## config.mk

```make
export PLATFORM = sky130hd
export DESIGN_NAME = interp_enable_sched
export DESIGN_NICKNAME = d
export VERILOG_FILES = /design/src/rtl/interp_sched_pkg.sv /design/src/rtl/interp_phase_gen.sv /design/src/rtl/interp_enable_sched.sv
export SDC_FILE = /design/constraint.sdc
export NUM_CORES = 1
export LEC_CHECK = 0
export BUFFER_PORTS_ARGS = -buffer_cell sky130_fd_sc_hd__clkbuf_2
export CORE_MARGIN = 2
export CORE_UTILIZATION = 25
export CTS_BUF_LIST = sky130_fd_sc_hd__clkbuf_16
export DETAILED_ROUTE_END_ITERATION = 8
export SLEW_MARGIN = 0
export SYNTH_ARGS = -nofsm -noshare
export SYNTH_HDL_FRONTEND = slang
export SYNTH_SLANG_ARGS = --single-unit
```

## constraint.sdc

```tcl
create_clock -name clk -period 7.1 [get_ports clk]
set_input_delay 0.71 -clock clk [delete_from_list [all_inputs] [get_ports clk]]
set_output_delay 0.71 -clock clk [all_outputs]
set_load 0.05 [all_outputs]
```

## src/rtl/interp_sched_pkg.sv

```systemverilog
// Shared types and helpers for the interpolation-chain rate scheduler.
package interp_sched_pkg;

    localparam int DATA_W_DEF = 24;

    typedef enum logic [1:0] {
        IDLE       = 2'd0,
        WAIT_FIRST = 2'd1,
        RUN        = 2'd2,
        FLUSH      = 2'd3
    } sched_state_t;

    // Width of a counter that must hold 0..periods-1.
    function automatic int flush_cnt_w(input int periods);
        return (periods > 1) ? $clog2(periods) : 1;
    endfunction

endpackage

```

## src/rtl/interp_phase_gen.sv

```systemverilog
// Phase counter over one input period plus registered per-stage strobe decode.
// count_en high means the following cycle is a counting cycle; the first such cycle shows phase 0.
module interp_phase_gen #(
    parameter int NUM_STAGES = 3,
    parameter int BASE_DIV   = 64
) (
    input  logic                  clk,
    input  logic                  rst,
    input  logic                  count_en,
    output logic [NUM_STAGES-1:0] stage_en,
    output logic                  wrap
);

    localparam int PW = $clog2(BASE_DIV);

    logic [PW-1:0] phase_cnt;
    logic [PW-1:0] phase_next;
    logic          running;

    function automatic logic [NUM_STAGES-1:0] decode_strobes(input logic [PW-1:0] p);
        logic [NUM_STAGES-1:0] s;
        s = '0;
        for (int k = 0; k < NUM_STAGES; k++) begin
            s[k] = ((p & PW'((BASE_DIV >> k) - 1)) == '0);
        end
        return s;
    endfunction

    // BASE_DIV is a power of two, so the natural PW-bit overflow is the period wrap.
    assign phase_next = running ? (phase_cnt + 1'b1) : '0;
    assign wrap       = running && (phase_cnt == PW'(BASE_DIV - 1));

    always_ff @(posedge clk) begin
        if (rst || !count_en) begin
            phase_cnt <= '0;
            stage_en  <= '0;
            running   <= 1'b0;
        end else begin
            phase_cnt <= phase_next;
            stage_en  <= decode_strobes(phase_next);
            running   <= 1'b1;
        end
    end

endmodule

```

## src/rtl/interp_enable_sched.sv

```systemverilog
// Rate scheduler feeding the cascaded x2 interpolation chain: handshake, one-entry buffer, stage strobes.
// Optional INTERP_SCHED_STATS_EN adds a 16-bit saturating underrun counter port.
import interp_sched_pkg::*;

module interp_enable_sched #(
    parameter int DATA_W        = DATA_W_DEF,
    parameter int NUM_STAGES    = 3,
    parameter int BASE_DIV      = 64,
    parameter int FLUSH_PERIODS = 32
) (
    input  logic                     clk,
    input  logic                     rst,
    input  logic                     run,
    input  logic signed [DATA_W-1:0] in_data,
    input  logic                     in_valid,
    output logic                     in_ready,
    output logic signed [DATA_W-1:0] pcm_out,
    output logic [NUM_STAGES-1:0]    stage_en,
    output logic                     busy,
    output logic                     underrun
`ifdef INTERP_SCHED_STATS_EN
    ,
    output logic [15:0]              underrun_cnt
`endif
);

    localparam int FCW = flush_cnt_w(FLUSH_PERIODS);

    sched_state_t             state;
    logic signed [DATA_W-1:0] buf_data;
    logic                     buf_full;
    logic [FCW-1:0]           flush_cnt;
    logic                     wrap;
    logic                     accept;
    logic                     count_en;
    logic                     flush_last;
    logic                     underrun_evt;

    assign in_ready     = (state == WAIT_FIRST) || ((state == RUN) && (!buf_full || wrap));
    assign accept       = in_valid && in_ready;
    assign flush_last   = (flush_cnt == FCW'(FLUSH_PERIODS - 1));
    // Period boundary while streaming with nothing buffered and nothing arriving.
    assign underrun_evt = (state == RUN) && wrap && run && !buf_full && !accept;

    always_comb begin
        count_en = 1'b0;
        case (state)
            WAIT_FIRST: count_en = in_valid;
            RUN:        count_en = 1'b1;
            FLUSH:      count_en = !(wrap && flush_last);
            default:    count_en = 1'b0;
        endcase
    end

    interp_phase_gen #(
        .NUM_STAGES (NUM_STAGES),
        .BASE_DIV   (BASE_DIV)
    ) u_phase_gen (
        .clk      (clk),
        .rst      (rst),
        .count_en (count_en),
        .stage_en (stage_en),
        .wrap     (wrap)
    );

    always_ff @(posedge clk) begin
        if (rst) begin
            state     <= IDLE;
            busy      <= 1'b0;
            buf_full  <= 1'b0;
            pcm_out   <= '0;
            underrun  <= 1'b0;
            flush_cnt <= '0;
        end else begin
            case (state)
                IDLE: begin
                    if (run) begin
                        state    <= WAIT_FIRST;
                        busy     <= 1'b1;
                        underrun <= 1'b0;
                    end
                end
                WAIT_FIRST: begin
                    // A sample already offered is taken in preference to abandoning start-up.
                    if (accept) begin
                        pcm_out  <= in_data;
                        buf_full <= 1'b0;
                        state    <= RUN;
                    end else if (!run) begin
                        state <= IDLE;
                        busy  <= 1'b0;
                    end
                end
                RUN: begin
                    if (wrap && !run) begin
                        state     <= FLUSH;
                        pcm_out   <= '0;
                        buf_full  <= 1'b0;
                        flush_cnt <= '0;
                    end else if (wrap) begin
                        if (buf_full) begin
                            pcm_out  <= buf_data;
                            buf_full <= accept;
                            if (accept) begin
                                buf_data <= in_data;
                            end
                        end else if (accept) begin
                            pcm_out <= in_data;
                        end else begin
                            pcm_out <= '0;
                        end
                        if (underrun_evt) begin
                            underrun <= 1'b1;
                        end
                    end else if (accept) begin
                        buf_data <= in_data;
                        buf_full <= 1'b1;
                    end
                end
                FLUSH: begin
                    if (wrap) begin
                        if (flush_last) begin
                            state <= IDLE;
                            busy  <= 1'b0;
                        end else begin
                            flush_cnt <= flush_cnt + 1'b1;
                        end
                    end
                end
                default: begin
                    state <= IDLE;
                    busy  <= 1'b0;
                end
            endcase
        end
    end

`ifdef INTERP_SCHED_STATS_EN
    always_ff @(posedge clk) begin
        if (rst || ((state == IDLE) && run)) begin
            underrun_cnt <= '0;
        end else if (underrun_evt && (underrun_cnt != 16'hFFFF)) begin
            underrun_cnt <= underrun_cnt + 16'd1;
        end
    end
`endif

endmodule
```

* Yosys cells after proc, flatten, opt, wreduce, memory -nomap -nowiden
Cells that the tools add are included.
** Word-level totals
- Register bits after elaboration :: 68
- Bits of input ports :: 28
- Output and inout bits :: 30
- Word-level logic and storage cells :: 106
** Cells by class
- Muxes and demuxes :: 40
- Bitwise gates (word level) :: 2
- Reductions and logical operators :: 32
- Add/subtract/negate cells :: 2
- Equal/unequal tests :: 20
** Operators with widths (count)
- $mux W24 :: 8
- $pmux W24 S2 :: 1
- $ne A2 B2 Y1 const B :: 11
- $logic_not A6 Y1 :: 3
- $mux W1 :: 15
- $mux W5 :: 3
- $mux W2 :: 6
- $pmux W5 S2 :: 1
- $reduce_and A5 Y1 :: 2
- $logic_and A1 B1 Y1 :: 9
- $pmux W2 S4 :: 1
- $reduce_and A4 Y1 :: 2
- $add A6 B1 Y6 const B :: 1
- $eq A6 B6 Y1 const B :: 1
- $mux W6 :: 1
- $pmux W1 S3 :: 2
- $reduce_and A3 Y1 :: 2
- $reduce_and A6 Y1 :: 1
- $reduce_bool A2 Y1 :: 3
- $add A5 B1 Y5 const B :: 1
- $eq A5 B5 Y1 const B :: 1
- $logic_not A1 Y1 :: 5
- $eq A2 B2 Y1 const B :: 2
- $ne A4 B3 Y1 const B :: 1
- other kinds (9) :: 13

* Longest topological paths before layout
- Depth in word-level cells :: 12
- Gate-level depth with buffers :: 8
- Gate-level depth less buffers :: 8

* Cells and area by module
A second synthesis with hierarchy kept.
** Unflattened totals
- Cell total of the unflattened synthesis :: 343
- Area, all modules :: 3245.6 µm²
** Modules (own cells, without submodules)
- interp_enable_sched :: cells each 305, area an instance 2861.5 µm², instances 1, seq. area each 1401.3 µm²
- interp_phase_gen :: cells each 38, area an instance 384.1 µm², instances 1, seq. area each 200.2 µm²

* Least setup slack after synthesis
OpenSTA, ideal clock, no wires.
- Path type :: input to register
- Start :: in run
- End :: reg buf_data[0], enable pin
- Slack :: 1.371 ns
- Path buffers :: 2
- Library setup time :: 0.536 ns
- Required time :: 6.564 ns
- Stages on the path :: 4
- Arrival :: 5.193 ns
- Path through :: clkbuf_1 > buf_2 > nand3_1 > a2111oi_0
** Between the ends
- Cells in the longest elaborated chain, start to end :: 4
** RTL lines
- from (decl) :: line interp_enable_sched.sv:13 : input logic run,
- $logic_not A1 Y1 :: line interp_enable_sched.sv:95 : if (wrap && !run) begin
- $logic_and A1 B1 Y1 :: line interp_enable_sched.sv:95
- $not A1 Y1 (no source line)
- $reduce_and A4 Y1 (no source line)
- to (signal assigned) :: line interp_enable_sched.sv:105 : buf_data <= in_data;
- to (signal assigned) :: line interp_enable_sched.sv:116 : buf_data <= in_data;
- to (decl) :: line interp_enable_sched.sv:30 : logic signed [DATA_W-1:0] buf_data;
No other way between the ends.
A chain may end at the register's enable or synchronous reset.

* Final worst setup path
- Start :: reg u_phase_gen.phase_cnt[0]
- End :: out in_ready
** Between the ends
- Cells in the longest elaborated chain, start to end :: 5
** RTL lines
- from (decl) :: line interp_phase_gen.sv:16 : logic [PW-1:0] phase_cnt;
- from (signal assigned) :: line interp_phase_gen.sv:39 : phase_cnt <= phase_next;
- $eq A6 B6 Y1 :: line interp_phase_gen.sv:31 : assign wrap = running && (phase_cnt == PW'(BASE_DIV - 1));
- $logic_and A1 B1 Y1 :: line interp_phase_gen.sv:31
- $logic_or A1 B1 Y1 :: line interp_enable_sched.sv:39 : assign in_ready = (state == WAIT_FIRST) || ((state == RUN) && (!buf_full || wrap));
- $logic_and A1 B1 Y1 :: line interp_enable_sched.sv:39
- $logic_or A1 B1 Y1 :: line interp_enable_sched.sv:39
- to (decl) :: line interp_enable_sched.sv:16 : output logic in_ready,
No other way between the ends.

==> summary.md <==
| Metric | Value |
|---|---|
| Most frequent cells in the layout | clkbuf_2, inv_1, dfxtp_1 |
| Worst slew pin tran | around 1.2 ns |
| Critical R2R Launch | state[0]$_SDFFE_PP0P_ |
| RSZ-0062 raised after global routing | no |
| PortBufs | 57 |
| DRC violations left | 0 |
| Routed WL per cell | ~14 um |
| Post-synth ARST share | 0% |
| Hold buffers post-CTS | 0 |
| Final TNS setup | 0 ns |
| WHS Path Cells | 2 |
| Routability cong. | 0.727 |
| Initial antenna violation count | 0 |
| Largest net degree at the start of global routing | 53 |
| # fillers | 1421 |
| Synth Register Bits | just under 70 |
| Final setup viols | 0 |
| Netlist cell types | 48 |
| CP Max Fanout | 9 |
| Total Routed Length | 8.14 mm |
| Clock insertion delay at the later pin of the skew report | ~0.33 ns |
| Drt pass-1 iters | 4 |
| CTS tree | built |
| Starting DRC count in detailed routing | ~130 |
| Peak supply drop | 0.131 mV |
| Leading cell type in the layout, fill and taps excluded | clkbuf_2 |
| Max H-tree Level | 3 |
| Final hold vios | 0 |
| Wire length of the first global-routing pass | 13.4 mm |
| Avg Cell Area, Syn | between 9 and 10 um^2 |
| Die area | 15100 um^2 |
| Grt ovf | 0 |
| Chip width | between 100 and 150 um |
| Final max-slew violation count | 0 |
| Total CTS buffers | 9 |
| Area Growth Syn to Fin | 20.8% |
| Post-CTS sizing | 0 |
| Cell Count, Final, Fillers Out | roughly 600 |
| Hold crit path type | reg2reg |
| Syn nets | between 400 and 500 |
| Crit. End Element | primary output |
| Power Density | between 200 and 300 nW/um^2 |
| ANT cells | 0 |
| Slew headroom | around 22% |
| Synth Flop Type | dfxtp_1 |
| Detail Placement HPWL | about 5.4 mm |
| Number of nets in the layout | approximately 450 |
| Final Power | around 1.2 mW |
| Critical R2R Capture | pcm_out[10]$_SDFFE_PP0P_ |
| IO Count | 58 |
| DRT antenna net count | 0 |
| Post-synthesis cell area | about 3500 um^2 |
| Post-synth EDFFs | 24 |
| Placed Cells | approximately 580 |
| Final min period | between 2 and 3 ns |
| Post-Syn Instances | between 300 and 400 |
| Critical path class | reg2out |
| Setup bufs post-CTS | 0 |
| Min-delay src | pcm_out[6]$_SDFFE_PP0P_ |
| Seq/Total Area, Yosys | 45.2% |
| Fmax | 365 MHz |
| Leak Pwr | roughly 1.6 nW |
| Die Span Y | ~120 um |
| Starting Density | 25.5% |
| Tot GR Track Use | 11.3% |
| Worst-case clock buffer depth | 2 |
| Max-cap violation count | 0 |
| Crit start category | flip-flop |
| Worst Reg-to-Reg Cells | 5 |
| Setup skew after layout | roughly 0.0046 ns |
| Vias per cell | about 4.8 |
| Worst-path clk slew | around 0.050 ns |
| R2R Setup Slk | ~4.5 ns |
| CTS root buffer | clkbuf_16 |
| Req. time, crit path | 6.39 ns |
| Fin util | between 30 and 40% |
| Hold Path Sink | pcm_out[6]$_SDFFE_PP0P_ |
| Share of layout cells above drive strength 1 | roughly 26% |
| Synth warn | 0 |
| Final worst setup slack | around 4.4 ns |
| Vias in the first global route | roughly 2800 |
| CTS sink cnt | roughly 70 |
| Outcome | completed |
| Crit path arrival time | roughly 2.0 ns |
| Routed vias | around 2900 |
| Final cycle utilization of the critical path | between 30% and 40% |
| Post-Place Setup Slack | ~4.3 ns |
| Rows | 43 |
| Core area | about 14000 um^2 |
## synth_stat cells, drive strengths merged, types with 2 or more instances
master	n	area share, %
a2111oi	26	10
a211oi	27	6.0
a21oi	10	1.4
a311oi	2	0.49
a41oi	2	0.49
and2	2	0.35
and3	2	0.35
buf	15	2.4
clkbuf	13	1.4
dfxtp	44	25
edfxtp	24	20
ha	7	2.5
inv	57	6.0
nand2	25	2.6
nand2b	4	0.71
nand3	10	1.9
nand3b	2	0.42
nand4	4	0.71
nor2	35	3.9
nor2b	3	0.53
o211ai	4	1.2
o21ai	13	2.0
o31ai	26	5.5
or2	2	0.35
xor2	2	0.49
## cell families after synthesis
logic type / Yosys count / share of synthesized area [%]
simple gates: 93 / 12.9
compound gates: 114 / 28.6
flops: 68 / 45.2
mux: 1 / 0.282
buf+inv: 85 / 9.85
fa+ha+maj: 7 / 2.47
xor+xnor: 3 / 0.742
## worst max-delay path by stage
stage	startpoint	to	slack, ns	cells past startpoint
4_1_cts	u_phase_gen.phase_cnt[0]$_SDFF_PN0_	in_ready	4.32	6
5_1_grt	u_phase_gen.phase_cnt[0]$_SDFF_PN0_	in_ready	4.19	6
3_3_place_gp	in_valid	pcm_out[21]$_SDFFE_PP0P_	4.38	5
6_report	u_phase_gen.phase_cnt[0]$_SDFF_PN0_	in_ready	4.36	6
2_1_floorplan	run	buf_data[0]$_DFFE_PP_	1.37	4
3_5_place_dp	in_valid	pcm_out[18]$_SDFFE_PP0P_	4.34	5
## flip-flops by register name, indices dropped and copies added, names as in the netlist, named ones only
name and cells:
buf_data 24, buf_full 1, busy 1, flush_cnt 5
pcm_out 24, state 1, u_phase_gen.phase_cnt 6, u_phase_gen.running 1
u_phase_gen.stage_en 3, underrun 1
## critical path, cell delays in order, from the launching register on
cell,delay (ns)
dfxtp_1,0.39
ha_1,0.29
nand3_1,0.20
nor2_4,0.28
o21ai_0,0.13
nand2b_1,0.13
clkbuf_2,0.28
## metrics by stage
stage / hold WS [ns] / instance area, um^2
floorplan: 0.437 / 3540
global placement: 0.459 / 3940
detailed placement: 0.460 / 3940
CTS: 0.469 / 4280
global route: 0.477 / 4280
finish: 0.464 / 4280
## cell type report
class                   count  area [um^2]  area share, %
well taps                 180          225           5.26
inverters                  57          214           5.00
clock inverters             7          115           2.69
repair buffers             59          300           7.01
clock buffers               9          225           5.26
multi-input cells         218         1600           37.3
flip-flops and latches     68         1600           37.4
## metal layers
| layer | GRT usage, % | share of wire (%) | vias to the layer above |
|---|---|---|---|
| met3 | 4.43 | 6.9 | 9 |
| met2 | 18.9 | 48 | 52 |
| met4 | 4.12 | 1.7 | 0 |
| met5 | 0 | 0 | - |
| li1 | - | - | 1430 |
| met1 | 13.2 | 43 | 1362 |
## power by group
part,leakage [nW],switching (mW),internal (mW),total [mW]
logic,0.835,0.208,0.0764,0.284
registers,0.576,0.0157,0.434,0.450
clock network,0.163,0.165,0.341,0.506
total,1.57,0.388,0.852,1.24
(Power assumes the default switching activity.)
